**src/rtl/cpu_pkg.sv**
```systemverilog
// Shared CPU definitions: register/word widths, the hard-wired zero register
// and the write-back entry record carried through the write-back queue.
package cpu_pkg;
  localparam int REG_ADDR_W = 5;
  localparam int WORD_W     = 32;

  localparam logic [REG_ADDR_W-1:0] REG_ZERO = 5'd0;

  typedef struct packed {
    logic [REG_ADDR_W-1:0] addr;
    logic [WORD_W-1:0]     data;
    logic [WORD_W-1:0]     pc;
  } wb_entry_t;
endpackage

```
**src/rtl/grf_wb_queue_if.sv**
```systemverilog
// Bus bundle of the register-file write-back queue: producer enqueue channel,
// register-file write port, read-after-write lookup and occupancy flags.
interface grf_wb_queue_if;
  import cpu_pkg::*;

  // Enqueue handshake: a request transfers on a rising edge where in_valid and
  // in_ready are both high; in_addr/in_data/in_pc are sampled only at that edge
  // and the producer holds them stable while in_valid is high and in_ready low.
  logic                  in_valid;
  logic                  in_ready;
  logic [REG_ADDR_W-1:0] in_addr;
  logic [WORD_W-1:0]     in_data;
  logic [WORD_W-1:0]     in_pc;

  logic                  stall;
  logic                  we;
  logic [REG_ADDR_W-1:0] a3;
  logic [WORD_W-1:0]     wd;
  logic [WORD_W-1:0]     pc;

  logic [REG_ADDR_W-1:0] q_a1;
  logic [REG_ADDR_W-1:0] q_a2;
  logic                  hit1;
  logic                  hit2;
  logic [WORD_W-1:0]     fwd1;
  logic [WORD_W-1:0]     fwd2;

  logic                  empty;
  logic                  full;

  modport master (
    output in_valid, in_addr, in_data, in_pc, stall, q_a1, q_a2,
    input  in_ready, we, a3, wd, pc, hit1, hit2, fwd1, fwd2, empty, full
  );

  modport slave (
    input  in_valid, in_addr, in_data, in_pc, stall, q_a1, q_a2,
    output in_ready, we, a3, wd, pc, hit1, hit2, fwd1, fwd2, empty, full
  );
endinterface

```
**src/rtl/grf_wbq_match.sv**
```systemverilog
// Youngest-match search over the write-back queue: walks entries from the head
// (oldest) towards the tail so the last hit seen is the youngest one.
module grf_wbq_match
  import cpu_pkg::*;
#(
  parameter  int DEPTH = 4,
  localparam int PTR_W = $clog2(DEPTH)
) (
  input  wb_entry_t             entries [DEPTH],
  input  logic [DEPTH-1:0]      valid,
  input  logic [PTR_W-1:0]      rd_ptr,
  input  logic [REG_ADDR_W-1:0] q,
  output logic                  hit,
  output logic [WORD_W-1:0]     data
);
  logic [PTR_W-1:0] idx;
  logic             unused_pc;

  always_comb begin
    hit       = 1'b0;
    data      = '0;
    idx       = '0;
    unused_pc = 1'b0;
    for (int k = 0; k < DEPTH; k++) begin
      idx       = rd_ptr + PTR_W'(k);
      unused_pc = unused_pc ^ (^entries[k].pc);
      if (q != REG_ZERO && valid[idx] && entries[idx].addr == q) begin
        hit  = 1'b1;
        data = entries[idx].data;
      end
    end
  end
endmodule

```
**src/rtl/grf_wb_queue.sv**
```systemverilog
// In-order register-file write-back queue retiring one write per cycle.
// Build option GRF_WBQ_BYPASS_EN adds read-after-write lookup of queued data.
module grf_wb_queue
  import cpu_pkg::*;
#(
  parameter  int DEPTH = 4,
  localparam int PTR_W = $clog2(DEPTH)
) (
  input  logic           clk,
  input  logic           reset,
  grf_wb_queue_if.slave  wb
);
  localparam logic [PTR_W:0] DEPTH_C = (PTR_W+1)'(DEPTH);

  wb_entry_t        mem [DEPTH];
  logic [DEPTH-1:0] vld;
  logic [PTR_W-1:0] wr_ptr;
  logic [PTR_W-1:0] rd_ptr;
  logic [PTR_W:0]   count;
  logic             push;
  logic             pop;

  assign wb.full     = (count == DEPTH_C);
  assign wb.empty    = (count == '0);
  assign wb.in_ready = !wb.full;
  // Writes to register zero complete the handshake but never occupy an entry.
  assign push        = wb.in_valid && wb.in_ready && (wb.in_addr != REG_ZERO);
  assign pop         = wb.we;

  assign wb.we = !wb.empty && !wb.stall;
  assign wb.a3 = wb.we ? mem[rd_ptr].addr : '0;
  assign wb.wd = wb.we ? mem[rd_ptr].data : '0;
  assign wb.pc = wb.we ? mem[rd_ptr].pc   : '0;

  always_ff @(posedge clk or posedge reset) begin
    if (reset) begin
      wr_ptr <= '0;
      rd_ptr <= '0;
      count  <= '0;
      vld    <= '0;
    end else begin
      if (push) begin
        wr_ptr      <= wr_ptr + 1'b1;
        vld[wr_ptr] <= 1'b1;
      end
      if (pop) begin
        rd_ptr      <= rd_ptr + 1'b1;
        vld[rd_ptr] <= 1'b0;
      end
      case ({push, pop})
        2'b10:   count <= count + 1'b1;
        2'b01:   count <= count - 1'b1;
        default: count <= count;
      endcase
    end
  end

  // Entry contents need no reset: they are only observed through valid slots.
  always_ff @(posedge clk) begin
    if (push) begin
      mem[wr_ptr] <= '{addr: wb.in_addr, data: wb.in_data, pc: wb.in_pc};
    end
  end

`ifdef GRF_WBQ_BYPASS_EN
  grf_wbq_match #(.DEPTH(DEPTH)) u_match1 (
    .entries (mem),
    .valid   (vld),
    .rd_ptr  (rd_ptr),
    .q       (wb.q_a1),
    .hit     (wb.hit1),
    .data    (wb.fwd1)
  );

  grf_wbq_match #(.DEPTH(DEPTH)) u_match2 (
    .entries (mem),
    .valid   (vld),
    .rd_ptr  (rd_ptr),
    .q       (wb.q_a2),
    .hit     (wb.hit2),
    .data    (wb.fwd2)
  );
`else
  logic unused_lookup;

  assign unused_lookup = ^{wb.q_a1, wb.q_a2, vld};
  assign wb.hit1 = 1'b0;
  assign wb.hit2 = 1'b0;
  assign wb.fwd1 = '0;
  assign wb.fwd2 = '0;
`endif
endmodule
```
**src/flat_wrapper.sv**
```systemverilog
// flat-port wrapper written by rule: the top's interface ports become plain ports
module grf_wb_queue_flat import cpu_pkg::*;
#(
  parameter  int DEPTH = 4,
  localparam int PTR_W = $clog2(DEPTH)
)
  (clk, reset, wb_in_valid, wb_in_addr, wb_in_data, wb_in_pc, wb_stall, wb_q_a1, wb_q_a2, wb_in_ready, wb_we, wb_a3, wb_wd, wb_pc, wb_hit1, wb_hit2, wb_fwd1, wb_fwd2, wb_empty, wb_full);
  grf_wb_queue_if wb_i ();
  input  logic clk;
  input  logic reset;
  input wire logic [$bits(wb_i.in_valid)-1:0] wb_in_valid;
  input wire logic [$bits(wb_i.in_addr)-1:0] wb_in_addr;
  input wire logic [$bits(wb_i.in_data)-1:0] wb_in_data;
  input wire logic [$bits(wb_i.in_pc)-1:0] wb_in_pc;
  input wire logic [$bits(wb_i.stall)-1:0] wb_stall;
  input wire logic [$bits(wb_i.q_a1)-1:0] wb_q_a1;
  input wire logic [$bits(wb_i.q_a2)-1:0] wb_q_a2;
  output wire logic [$bits(wb_i.in_ready)-1:0] wb_in_ready;
  output wire logic [$bits(wb_i.we)-1:0] wb_we;
  output wire logic [$bits(wb_i.a3)-1:0] wb_a3;
  output wire logic [$bits(wb_i.wd)-1:0] wb_wd;
  output wire logic [$bits(wb_i.pc)-1:0] wb_pc;
  output wire logic [$bits(wb_i.hit1)-1:0] wb_hit1;
  output wire logic [$bits(wb_i.hit2)-1:0] wb_hit2;
  output wire logic [$bits(wb_i.fwd1)-1:0] wb_fwd1;
  output wire logic [$bits(wb_i.fwd2)-1:0] wb_fwd2;
  output wire logic [$bits(wb_i.empty)-1:0] wb_empty;
  output wire logic [$bits(wb_i.full)-1:0] wb_full;
  assign wb_i.in_valid = wb_in_valid;
  assign wb_i.in_addr = wb_in_addr;
  assign wb_i.in_data = wb_in_data;
  assign wb_i.in_pc = wb_in_pc;
  assign wb_i.stall = wb_stall;
  assign wb_i.q_a1 = wb_q_a1;
  assign wb_i.q_a2 = wb_q_a2;
  assign wb_in_ready = wb_i.in_ready;
  assign wb_we = wb_i.we;
  assign wb_a3 = wb_i.a3;
  assign wb_wd = wb_i.wd;
  assign wb_pc = wb_i.pc;
  assign wb_hit1 = wb_i.hit1;
  assign wb_hit2 = wb_i.hit2;
  assign wb_fwd1 = wb_i.fwd1;
  assign wb_fwd2 = wb_i.fwd2;
  assign wb_empty = wb_i.empty;
  assign wb_full = wb_i.full;
  grf_wb_queue #(.DEPTH(DEPTH)) u_core (.clk(clk), .reset(reset), .wb(wb_i));
endmodule
```
**config.mk**
```make
export PLATFORM = sky130hd
export DESIGN_NAME = grf_wb_queue_flat
export DESIGN_NICKNAME = d
export VERILOG_FILES = /design/src/rtl/cpu_pkg.sv /design/src/rtl/grf_wb_queue_if.sv /design/src/rtl/grf_wbq_match.sv /design/src/rtl/grf_wb_queue.sv /design/src/flat_wrapper.sv
export SDC_FILE = /design/constraint.sdc
export NUM_CORES = 1
export LEC_CHECK = 0
export BUFFER_PORTS_ARGS = -buffer_cell sky130_fd_sc_hd__buf_2
export CAP_MARGIN = 5
export CORE_MARGIN = 5
export CORE_UTILIZATION = 25
export CTS_BUF_LIST = sky130_fd_sc_hd__clkbuf_8
export DETAILED_ROUTE_END_ITERATION = 12
export PLACE_DENSITY = 0.55
export SLEW_MARGIN = 20
export SYNTH_ARGS = -nofsm -noshare
export SYNTH_HDL_FRONTEND = slang
export SYNTH_SLANG_ARGS = --single-unit
```
**constraint.sdc**
```tcl
create_clock -name clk -period 2 [get_ports clk]
set_clock_uncertainty 0.05 [all_clocks]
set_input_delay 0.1 -clock clk [delete_from_list [all_inputs] [get_ports clk]]
set_output_delay 0.1 -clock clk [all_outputs]
set_load 0.02 [all_outputs]
```
==> Word-level counts from Yosys, hierarchy flattened <==
Memories as Yosys holds them, arrays and structs flattened.
Index checks and enable logic that the tools add are counted.
{ "word_totals": {"ff_bits": 7, "mem_bits_rw": 276, "in_bits": 83, "output_inout_bits": 139, "wordCells": 26, "mem_count": 1} }
{ "op_classes": {"addsub": 4, "eq_ne": 3, "n_mux": 6, "reduce_logical": 9} }
{ "memory_table": {"columns": ["memory", "depth", "width", "rd", "rd_clocked_by_memory_dff", "write_ports", "line", "source"], "rows": [
  ["u_core.mem", 4, 69, 1, 0, 1, "grf_wb_queue.sv:15", "wb_entry_t mem [DEPTH];"]
]} }
{ "op_table": {"columns": ["op", "n"], "rows": [
  ["32-bit 2-to-1 mux", 2],
  ["3-bit one-hot mux with 2 select lines", 1],
  ["5-bit 2-to-1 mux", 1],
  ["5-bit nonzero test", 1],
  ["2-bit by 1-bit adder with 2-bit output, second input constant", 2],
  ["3-bit by 1-bit adder with 3-bit output, second input constant", 1],
  ["3-bit equality test, second input constant", 1],
  ["1-bit logical AND", 3],
  ["1-bit zero test", 3],
  ["3-bit zero test", 1],
  ["3-bit by 1-bit subtractor with 3-bit output, second input constant", 1],
  ["2-bit by 1-bit equality test with 1-bit output, second input constant", 1],
  ["2-bit equality test, second input constant", 1],
  ["1-bit 2-to-1 mux", 2],
  ["2-bit nonzero test", 1]
]} }

==> Logic depth before layout (Yosys ltp) <==
{ "depth": {"ltp_word": 6, "ltp_mapped": 9, "depth_no_buf": 9} }

==> Least setup slack after synthesis <==
No wires, ideal clock.
{ "synth_timing": {"path_type": "reg2reg", "start": "register u_core.count[2]", "end": "memory u_core.mem[0][0] (netlist bit), enable pin", "setup_ps": 397, "arrival_time_ps": 1907, "required_ps": 1553, "setup_slack_ps": -354, "path_stages_with_launch": 4, "path_buffers": 0, "synth_period_minus_slack_ps": 2354, "cell_sequence": "dfrtp_1 -> or3b_1 -> o311a_4 -> and2_2"} }
{ "synth_between": {"elab_chain_cells": 6} }
{ "synth_lines": {"columns": ["item", "line", "source"], "rows": [
  ["start, declared", "grf_wb_queue.sv:19", "logic [PTR_W:0] count;"],
  ["start signal, assigned", "grf_wb_queue.sv:51", "2'b10: count <= count + 1'b1;"],
  ["start signal, assigned", "grf_wb_queue.sv:52", "2'b01: count <= count - 1'b1;"],
  ["start signal, assigned", "grf_wb_queue.sv:53", "default: count <= count;"],
  ["3-bit equality test", "grf_wb_queue.sv:23", "assign wb.full = (count == DEPTH_C);"],
  ["1-bit zero test", "grf_wb_queue.sv:25", "assign wb.in_ready = !wb.full;"],
  ["net wb_in_ready", "flat_wrapper.sv:18", "output wire logic [$bits(wb_i.in_ready)-1:0] wb_in_ready;"],
  ["1-bit logical AND (2 in a row)", "grf_wb_queue.sv:27", "assign push = wb.in_valid && wb.in_ready && (wb.in_addr != REG_ZERO);"],
  ["1-bit 2-to-1 mux", "grf_wb_queue.sv:60", "if (push) begin"],
  ["1-bit 2-to-1 mux (not written as such)", "grf_wb_queue.sv:61", "mem[wr_ptr] <= '{addr: wb.in_addr, data: wb.in_data, pc: wb.in_pc};"],
  ["end, declared", "grf_wb_queue.sv:15", null]
]} }
The timed path passes the listed nets, and every way through them passes these cells.

==> Final worst setup path <==
{ "layout_timing": {"start": "register u_core.rd_ptr[0]", "end": "output port wb_a3[4]"} }
{ "layout_between": {"elab_chain_cells": 2} }
{ "layout_lines": {"columns": ["item", "line", "source"], "rows": [
  ["start, declared", "grf_wb_queue.sv:18", "logic [PTR_W-1:0] rd_ptr;"],
  ["start signal, assigned", "grf_wb_queue.sv:47", "rd_ptr <= rd_ptr + 1'b1;"],
  ["memory read 4 x 69 bit", null, null],
  ["5-bit 2-to-1 mux", "grf_wb_queue.sv:31", "assign wb.a3 = wb.we ? mem[rd_ptr].addr : '0;"],
  ["end, declared", "flat_wrapper.sv:20", "output wire logic [$bits(wb_i.a3)-1:0] wb_a3;"]
]} }
Every way passes these cells.

==> key figures <==
Outcome
  – Outcome: complete, but fails checks
  – Violated checks: setup timing

Synthesis
  – Average footprint of a synthesized cell: roughly 21 um2
  – Number of storage elements in the synthesis netlist: 283
  – Number of instances in the synthesized netlist: 544
  – Seq/Total Area, Yosys: around three quarters
  – Total standard cell area after synthesis: approximately 0.011 mm2
  – Number of warnings reported in the yosys synthesis log: 0
  – Distinct cell type count of the synthesized netlist: 23

Clock tree
  – Buffer type at the clock tree root: sky130_fd_sc_hd__clkbuf_8
  – Number of levels the H-tree was split into: 2
  – Clock latency on the worst-skew pair: between 0.5 and 0.6 ns
  – TritonCTS Buffers: a little under 50
  – Clock Sink Count: between 200 and 300
  – Largest buffer count on any clock path: 3
  – Reg clk slew, reported paths: about 0.060 ns
  – TritonCTS clock tree: done

Floorplanning
  – X dimension of the die: approximately 220 um
  – Effective utilization at floorplan: around a quarter
  – Die Y-Extent: 223 um
  – Area of the die: roughly 0.050 mm2
  – Area of the core: approximately 0.045 mm2
  – Top-level port count: about 220
  – Number of cell rows: 78

Global route
  – Antenna violations before repair: 3
  – Wire length of the first global-routing pass: 40,100 um
  – Pin count of the biggest net entering global routing: 37
  – All-Layer GR Usage: a little over a tenth
  – Grt ovf: 0
  – Via count of the first global-routing pass: 6,417

Pwr
  – Power density normalized to cell area: 1390 mW/mm2
  – Total power after layout: 21.7 mW
  – Leakage: roughly 5.7 nW
  – Largest voltage drop on the vdd net: 0.674 mV

Finish
  – Final instance count without filler cells: around 1,500
  – Share of layout cells above drive strength 1: between 40% and 50%
  – Growth of design area from synthesis to finish: 36.9%
  – Final layout net count: about 930
  – Combined area of the multi-input logic cells: 0.00269 mm2
  – Storage cell area: roughly 0.0085 mm2
  – Number of filler instances in the final layout: ~4,300

Routing
  – Average routed wire per standard cell: about 18 um
  – Routed vias: around 6,000
  – Detailed-router iteration count before antenna repair: 4
  – Total wirelength of the detailed-routed design: roughly 27,000 um
  – Post-detailed-route via-to-cell ratio: roughly 4.0
  – Residual antenna-violating net count after detailed routing: 0
  – Initial detailed-routing violation count: about 250
  – Post-route DRC violation count: 0

Place
  – Routability cong.: between 0.6 and 0.7
  – Number of cells after detailed placement: approximately 1,300
  – Pre-CTS setup slack: -0.190 ns
  – Count of input and output buffers: about 150
  – HPWL after detailed placement: 15,300 um

Timing
  – Setup TNS: -19.49 ns
  – Count of final hold-check violations: 0
  – Final worst path period share: 117%
  – Worst-case setup margin in the final layout: -0.346 ns
  – Setup-failing EPs final: 71
  – Unrepaired setup endpoints after global routing: true
  – Final slew viol count: 0
  – Min cycle time layout: 2.35 ns
  – Minimum hold slack: around 0.19 ns
  – Achievable Freq: between 400 and 500 MHz

Setup path
  – Endpoint type of the worst setup path: output port
  – Data arrival at the endpoint of the critical path: 2.20 ns
  – Classification of the worst setup path: reg -> out
  – Startpoint Class: flop
  – Maximum fanout encountered on the critical timing path: 5
  – Crit path required time: ~1.9 ns

Hold path
  – Hold Crit Class: in -> reg

Flow run
  – Number of max-capacitance violations reported: 0
-- where the power goes --
group          internal (mW)  switching [mW]
Sequential              7.81           0.265
Clock                   2.34            2.27
Combinational           4.84            4.18
-- worst paths after layout --
kind                                    endpoint              from  slack (ns)  cells past startpoint
worst max-delay path                    wb_a3[4]  u_core.rd_ptr[0]       -0.35                      5
max in group asynchronous       u_core.rd_ptr[1]             reset        1.06                      4
worst min register to register   u_core.count[2]   u_core.count[2]        0.52                      2
worst min-delay path            u_core.wr_ptr[0]     wb_in_addr[0]        0.19                      5
worst max register to register   u_core.count[2]   u_core.count[1]       -0.01                      9
min in group asynchronous       u_core.wr_ptr[1]             reset        0.55                      4
-- area by class of cell --
type,instances,share of cell area [%]
flip-flops and latches,283,54.4
repair buffers,269,17.8
clock inverters,33,0.908
diodes,1,0.0161
clock buffers,51,4.51
multi-input cells,229,17.3
inverters,8,0.209
well taps,600,4.82
-- repair_timing --
action | in CTS | in global routing
pin swaps | 38 | 8
setup buffers | 9 | 5
resized for setup | 163 | 75
hold buffers | 73 | 0
setup endpoints to repair | 72 | 72
cloned | 6 | 2
endpoints found under the hold margin | 288 | 0
-- synthesized netlist by cell type --
cell	count	area [um2]
sky130_fd_sc_hd__mux4_2	69	1550
sky130_fd_sc_hd__dfrtp_1	7	175
sky130_fd_sc_hd__or3b_1	1	8.76
sky130_fd_sc_hd__conb_1	1	3.75
sky130_fd_sc_hd__buf_4	67	503
sky130_fd_sc_hd__and2_2	4	30.0
sky130_fd_sc_hd__buf_6	7	78.8
sky130_fd_sc_hd__fa_1	1	20.0
sky130_fd_sc_hd__inv_1	8	30.0
sky130_fd_sc_hd__clkbuf_1	12	45.0
sky130_fd_sc_hd__buf_2	3	15.0
sky130_fd_sc_hd__and2_1	69	432
sky130_fd_sc_hd__o311a_4	1	21.3
sky130_fd_sc_hd__nor3b_1	1	7.51
sky130_fd_sc_hd__or3_1	1	6.26
sky130_fd_sc_hd__ha_1	5	62.6
sky130_fd_sc_hd__nor3_2	1	10.0
sky130_fd_sc_hd__xnor2_1	2	17.5
sky130_fd_sc_hd__mux2i_1	1	10.0
sky130_fd_sc_hd__nor2_1	2	7.51
sky130_fd_sc_hd__edfxtp_1	276	8290
sky130_fd_sc_hd__xor2_1	4	35.0
sky130_fd_sc_hd__mux2_4	1	15.0
-- placed cells by master, fill, tap and decap left out --
cell type / instances
sky130_fd_sc_hd__clkinvlp_4: 2
sky130_fd_sc_hd__fa_2: 1
sky130_fd_sc_hd__inv_4: 1
sky130_fd_sc_hd__buf_8: 1
sky130_fd_sc_hd__nor2_1: 1
sky130_fd_sc_hd__buf_6: 76
sky130_fd_sc_hd__inv_2: 2
sky130_fd_sc_hd__nor3_4: 1
sky130_fd_sc_hd__conb_1: 66
sky130_fd_sc_hd__or3b_4: 1
sky130_fd_sc_hd__clkbuf_16: 2
sky130_fd_sc_hd__buf_4: 12
sky130_fd_sc_hd__dlygate4sd3_1: 73
sky130_fd_sc_hd__xor2_1: 4
sky130_fd_sc_hd__clkinv_1: 5
sky130_fd_sc_hd__or3_1: 1
sky130_fd_sc_hd__mux2_4: 1
sky130_fd_sc_hd__dfrtp_1: 5
sky130_fd_sc_hd__and2_4: 73
sky130_fd_sc_hd__nor3b_1: 1
sky130_fd_sc_hd__dfrtp_4: 2
sky130_fd_sc_hd__clkbuf_8: 51
sky130_fd_sc_hd__ha_4: 1
sky130_fd_sc_hd__edfxtp_1: 276
sky130_fd_sc_hd__o311a_4: 1
sky130_fd_sc_hd__nor2_4: 1
sky130_fd_sc_hd__ha_1: 4
sky130_fd_sc_hd__diode_2: 1
sky130_fd_sc_hd__xnor2_1: 2
sky130_fd_sc_hd__mux4_2: 69
sky130_fd_sc_hd__inv_1: 23
sky130_fd_sc_hd__buf_16: 6
sky130_fd_sc_hd__buf_2: 74
sky130_fd_sc_hd__mux2i_1: 1
sky130_fd_sc_hd__clkinv_2: 8
sky130_fd_sc_hd__buf_12: 25
-- flip-flops by register name (all words and copies together) (netlist names) --
register / count
u_core.count: 3
u_core.wr_ptr: 2
u_core.mem: 276
u_core.rd_ptr: 2
-- critical path, stage by stage, from the launching register on --
cell                      delay, ns
sky130_fd_sc_hd__dfrtp_4       0.45
sky130_fd_sc_hd__buf_12        0.16
sky130_fd_sc_hd__buf_16        0.14
sky130_fd_sc_hd__mux4_2        0.54
sky130_fd_sc_hd__and2_4        0.19
sky130_fd_sc_hd__buf_6         0.12
-- cell families after synthesis --
logic type | share of synthesized area, %
other | 0.0330
muxes | 13.9
adders and majority gates | 0.726
and+or+nand+nor | 4.41
DFF | 74.4
xor gates and xnor gates | 0.462
buffers and inverters | 5.91
AOI/OAI and AO/OA | 0.187
-- metrics by stage --
stage               cell area (um2)  util (%)
CTS                           15300      33.9
detailed placement            13000      28.7
finish                        15600      34.5
floorplan                     11600         -
global route                  15600      34.5
global placement              13000      28.7
-- layer usage --
metal	part of all wire [%]	wire length, um	global-route usage (%)	vias to the layer above
met5	0.099	27	0	-
met3	7.4	2000	3.78	52
li1	-	-	-	2606
met1	43	11800	13.7	2974
met2	47	12800	16.8	195
met4	2.2	602	3.24	4
Note: power is estimated with default switching activity, not from simulation.
